$ cat src/rtl/mem_port_arbiter.sv
// mem_port_arbiter: shares the 12-bit memory port among fetch (0),
// execute (1) and I/O/DMA (2). Each access runs IDLE -> SETUP -> ACCESS
// (MEM_LAT cycles) -> DONE, and every output is registered.
// Optional feature macro: ARB_RR_EN selects round-robin arbitration.
// Without it, arbitration is fixed priority 2 > 1 > 0.
module mem_port_arbiter #(
  parameter int MEM_LAT = 2
) (
  input  logic       clk,
  input  logic       rst_n,
  input  logic [2:0] req,
  input  logic [2:0] we_req,
  output logic [2:0] gnt,
  output logic [1:0] sel,
  output logic       mem_en,
  output logic       mem_we,
  output logic [2:0] done,
  output logic       busy
);

  typedef enum logic [1:0] {IDLE, SETUP, ACCESS, DONE} state_t;

  localparam logic [3:0] LAT_LOAD = 4'(MEM_LAT - 1);

  state_t     state;
  logic [3:0] cnt;
  logic       wr;
  logic [1:0] pick;

`ifdef ARB_RR_EN
  logic [1:0] ptr;

  // Round-robin winner: search starts at the pointer and wraps 2 -> 0
  always_comb begin
    pick = 2'd0;
    case (ptr)
      2'd1:    pick = req[1] ? 2'd1 : (req[2] ? 2'd2 : 2'd0);
      2'd2:    pick = req[2] ? 2'd2 : (req[0] ? 2'd0 : 2'd1);
      default: pick = req[0] ? 2'd0 : (req[1] ? 2'd1 : 2'd2);
    endcase
  end

  // Pointer moves to the port after the one just served, once it completes
  always_ff @(posedge clk or negedge rst_n) begin
    if (!rst_n) begin
      ptr <= 2'd0;
    end else if (state == DONE) begin
      ptr <= (sel == 2'd2) ? 2'd0 : sel + 2'd1;
    end
  end
`else
  // Fixed-priority winner: I/O beats execute beats fetch
  always_comb begin
    pick = 2'd0;
    if (req[2]) begin
      pick = 2'd2;
    end else if (req[1]) begin
      pick = 2'd1;
    end
  end
`endif

  // Access sequencer; the winner is latched in IDLE and requests are ignored until the next IDLE
  always_ff @(posedge clk or negedge rst_n) begin
    if (!rst_n) begin
      state  <= IDLE;
      cnt    <= 4'd0;
      wr     <= 1'b0;
      gnt    <= 3'b000;
      sel    <= 2'd0;
      mem_en <= 1'b0;
      mem_we <= 1'b0;
      done   <= 3'b000;
      busy   <= 1'b0;
    end else begin
      case (state)
        IDLE: begin
          if (|req) begin
            state <= SETUP;
            wr    <= we_req[pick];
            gnt   <= 3'b001 << pick;
            sel   <= pick;
            busy  <= 1'b1;
          end
        end
        SETUP: begin
          state  <= ACCESS;
          cnt    <= LAT_LOAD;
          mem_en <= 1'b1;
          mem_we <= wr;
        end
        ACCESS: begin
          if (cnt == 4'd0) begin
            state  <= DONE;
            mem_en <= 1'b0;
            mem_we <= 1'b0;
            done   <= gnt;
          end else begin
            cnt <= cnt - 4'd1;
          end
        end
        DONE: begin
          state <= IDLE;
          gnt   <= 3'b000;
          done  <= 3'b000;
          busy  <= 1'b0;
        end
        default: state <= IDLE;
      endcase
    end
  end

endmodule

$ cat config.mk
export PLATFORM = sky130hd
export DESIGN_NAME = mem_port_arbiter
export DESIGN_NICKNAME = d
export VERILOG_FILES = /design/src/rtl/mem_port_arbiter.sv
export SDC_FILE = /design/constraint.sdc
export NUM_CORES = 1
export LEC_CHECK = 0
export BUFFER_PORTS_ARGS = -buffer_cell sky130_fd_sc_hd__buf_2
export CORE_MARGIN = 8
export CORE_UTILIZATION = 50
export CTS_BUF_LIST = sky130_fd_sc_hd__clkbuf_16
export CTS_CLUSTER_SIZE = 12
export DETAILED_ROUTE_END_ITERATION = 10
export GPL_TIMING_DRIVEN = 0
export PLACE_DENSITY = 0.78
export REMOVE_ABC_BUFFERS = 1
export SKIP_CTS_REPAIR_TIMING = 1
export SYNTH_ARGS = -nofsm -noshare
export SYNTH_HDL_FRONTEND = slang
export SYNTH_SLANG_ARGS = --single-unit
$ cat constraint.sdc
create_clock -name clk -period 2.5 [get_ports clk]
set_input_delay 0.125 -clock clk [delete_from_list [all_inputs] [get_ports clk]]
set_output_delay 0.125 -clock clk [all_outputs]
set_load 0.01 [all_outputs]
==> out/results.ini <==
[sta]
finalHoldViolCount=0
finalSetupViolCount=0
slew_headroom_pct=70.5
max_freq_mhz=530
slew_viol_final=0
clock_skew_ns=0.00120
tns_ns=0
max_slew.worst_pin.slew_ns=0.441
rsz0062_at_grt=no
fin_crit_sh_pct=75.5
fin_crit_ns=1.89

[critical_path]
cp.arrival_ns=2.00
crit_fanout=12
cp_slowest_cell=ha_1
cp.required_ns=2.61
crit_path_max_incr_delay_ns=0.43
criticalPathCategory=reg -> reg
crit_chain=inv_1 -> ha_1 -> nand4bb_1 -> mux2i_1 -> o21ai_0
cpLargestDelayFamily=adder cells
worst-path-buf-inv=1
start_kind=register
critPathCaptureType=register

[die]
dieHeight_um=61.0
rows=16
core-area_um2=1940
die_width_um=61.0
die-area_um2=3720
start_util_pct=52.1
io_pins=19

[route]
first_iter_violations=14
drt-wirelength-per-cell_um=14.6
via_per_inst=5.47
ant_nets=0
routed_wl_mm=2.03
drcViolationCount=0
via_count=761
dr.pass1.iters=4

[logic_synthesis]
avgSynthCellArea_um2=10.8
synth_warnings=0
synth_cells=94
ys_ff_latch=18
synth_cell_types=29
seq_area_frac_synth_pct=44.5
syn-cell-area_um2=1010

[grt]
overflow=0
grt_usage_pct=12.2
grt_pass1_vias=786
antenna_found_initial=0
grt_start_max_net_pins=19
grt_pass1_wl_mm=3.44

[power]
p_seq_share_pct=34.6
leakagePower_nw=0.595
p_sw_mw=0.548
vdd_drop_max_mv=0.663
power_density_nw_per_um2=1270
combinationalPowerShare_pct=45.2
p_int_mw=0.968
swShare_pct=36.1
pwr-share-clk_pct=20.2

[cts]
cts.sinks=18
cts_tree=yes
cts-root-buf=clkbuf_16
clkTransAtPathRegs_ns=0.05
worstSkewPairLatency_ns=0.24
cts-htree-levels=1
cts_buffers=3
ctsLongestPathBuffers=2

[cells_and_area]
post-route-util_pct=61.5
diodes=0
final_cell_mix=18 x dfrtp_1, 18 x buf_2, 12 x nand2_1, 8 x o21ai_0
syn_to_final_growth_pct=18.0
drive_gt1_share_pct=25.9
final_nets=129

[flow_run]
drv_cap=0

[placed_design]
port_buffers=18
dp_hpwl_mm=1.50
gp_congestion=0.752

[run_status]
status=finished clean

[min_path]
worst_hold_path_type=in -> reg

[tightest hold or removal path, cell delays in order]
cell and delay [ns]:
buf_2 0.08, nand2_1 0.04, o21ai_0 0.06, mux2_1 0.13
[sequential cells by signal, indices dropped and copies added (netlist names)]
name / flops
gnt: 3
mem_en: 1
done: 3
cnt: 4
state: 2
busy: 1
mem_we: 1
sel: 2
wr: 1
[power groups by stage]
stage	Clock [mW]	Combinational [mW]	Sequential, mW
final	0.307	0.685	0.524
after global routing	0.323	0.760	0.545
after CTS	0.313	0.699	0.524
after detailed placement	0	0.691	0.526
after global placement	0	0.666	0.520
after floorplan	0	0.461	0.545
[cell usage after synthesis, drive strengths merged]
| cell type | instances | area, µm² |
|---|---|---|
| nor4b | 2 | 32.5 |
| a21oi | 6 | 33.8 |
| a2bb2oi | 1 | 8.76 |
| and4bb | 1 | 12.5 |
| dfrtp | 18 | 450 |
| or3 | 2 | 12.5 |
| mux2 | 4 | 48.8 |
| a22o | 1 | 10.0 |
| mux2i | 7 | 70.1 |
| a21o | 1 | 7.51 |
| nand2 | 12 | 45.0 |
| nor3b | 1 | 7.51 |
| buf | 4 | 26.3 |
| nor2b | 2 | 12.5 |
| a311o | 1 | 10.0 |
| nand4bb | 1 | 11.3 |
| or3b | 1 | 8.76 |
| o32a | 1 | 11.3 |
| and2 | 1 | 6.26 |
| o21ai | 8 | 40.0 |
| nand2b | 4 | 25.0 |
| nand3 | 3 | 15.0 |
| ha | 7 | 87.6 |
| inv | 5 | 18.8 |
[final timing paths]
| check | endpoint | cells after the start | slack (ns) | start |
|---|---|---|---|---|
| setup / recovery | done[0] | 5 | 0.61 | state[0] |
| hold / removal | wr | 4 | 0.22 | we_req[2] |
| setup reg to reg | done[0] | 5 | 0.61 | state[0] |
| hold reg to reg | mem_en | 2 | 0.47 | mem_en |
| max in group asynchronous | cnt[1] | 2 | 1.86 | rst_n |
| min in group asynchronous | cnt[2] | 2 | 0.35 | rst_n |
[metrics by stage]
step                std cells  instance area [µm²]  worst slack (ns)  hold WS (ns)  power, mW
floorplan                  90                  986             0.877        -0.171       1.01
global placement          135                 1110             0.681        0.0739       1.19
detailed placement        135                 1110             0.606        0.0809       1.22
CTS                       138                 1180             0.578        -0.178       1.54
global route              139                 1190             0.426         0.254       1.63
finish                    139                 1190             0.612         0.219       1.52
[kinds of logic (layout without fill, tap and decap cells)]
| kind of cell | after synthesis | in the layout | synth area share [%] |
|---|---|---|---|
| simple gates | 30 | 30 | 18.7 |
| compound gates | 19 | 19 | 12.0 |
| flops | 18 | 18 | 44.5 |
| mux | 11 | 11 | 11.7 |
| buf+inv | 9 | 27 | 4.45 |
| fa+ha+maj | 7 | 7 | 8.65 |
[cell type report]
class	count	area, µm²
inverter	5	18.8
timing repair buffer	19	100
multi-input combinational	67	517
clock buffer	3	75.1
tap	27	33.8
sequential	18	450
fill	175	747
[per-layer routing]
| metal | vias to the layer above | GRT usage, % | wire, µm | part of all wire, % |
|---|---|---|---|---|
| met5 | - | 0 | 0 | 0 |
| met1 | 372 | 13.8 | 877 | 43 |
| met2 | 19 | 21.9 | 1050 | 52 |
| li1 | 370 | - | - | - |
| met3 | 0 | 2.75 | 97 | 4.8 |
| met4 | 0 | 3.99 | 0 | 0 |
No activity file was read; power rests on OpenSTA's default activity.
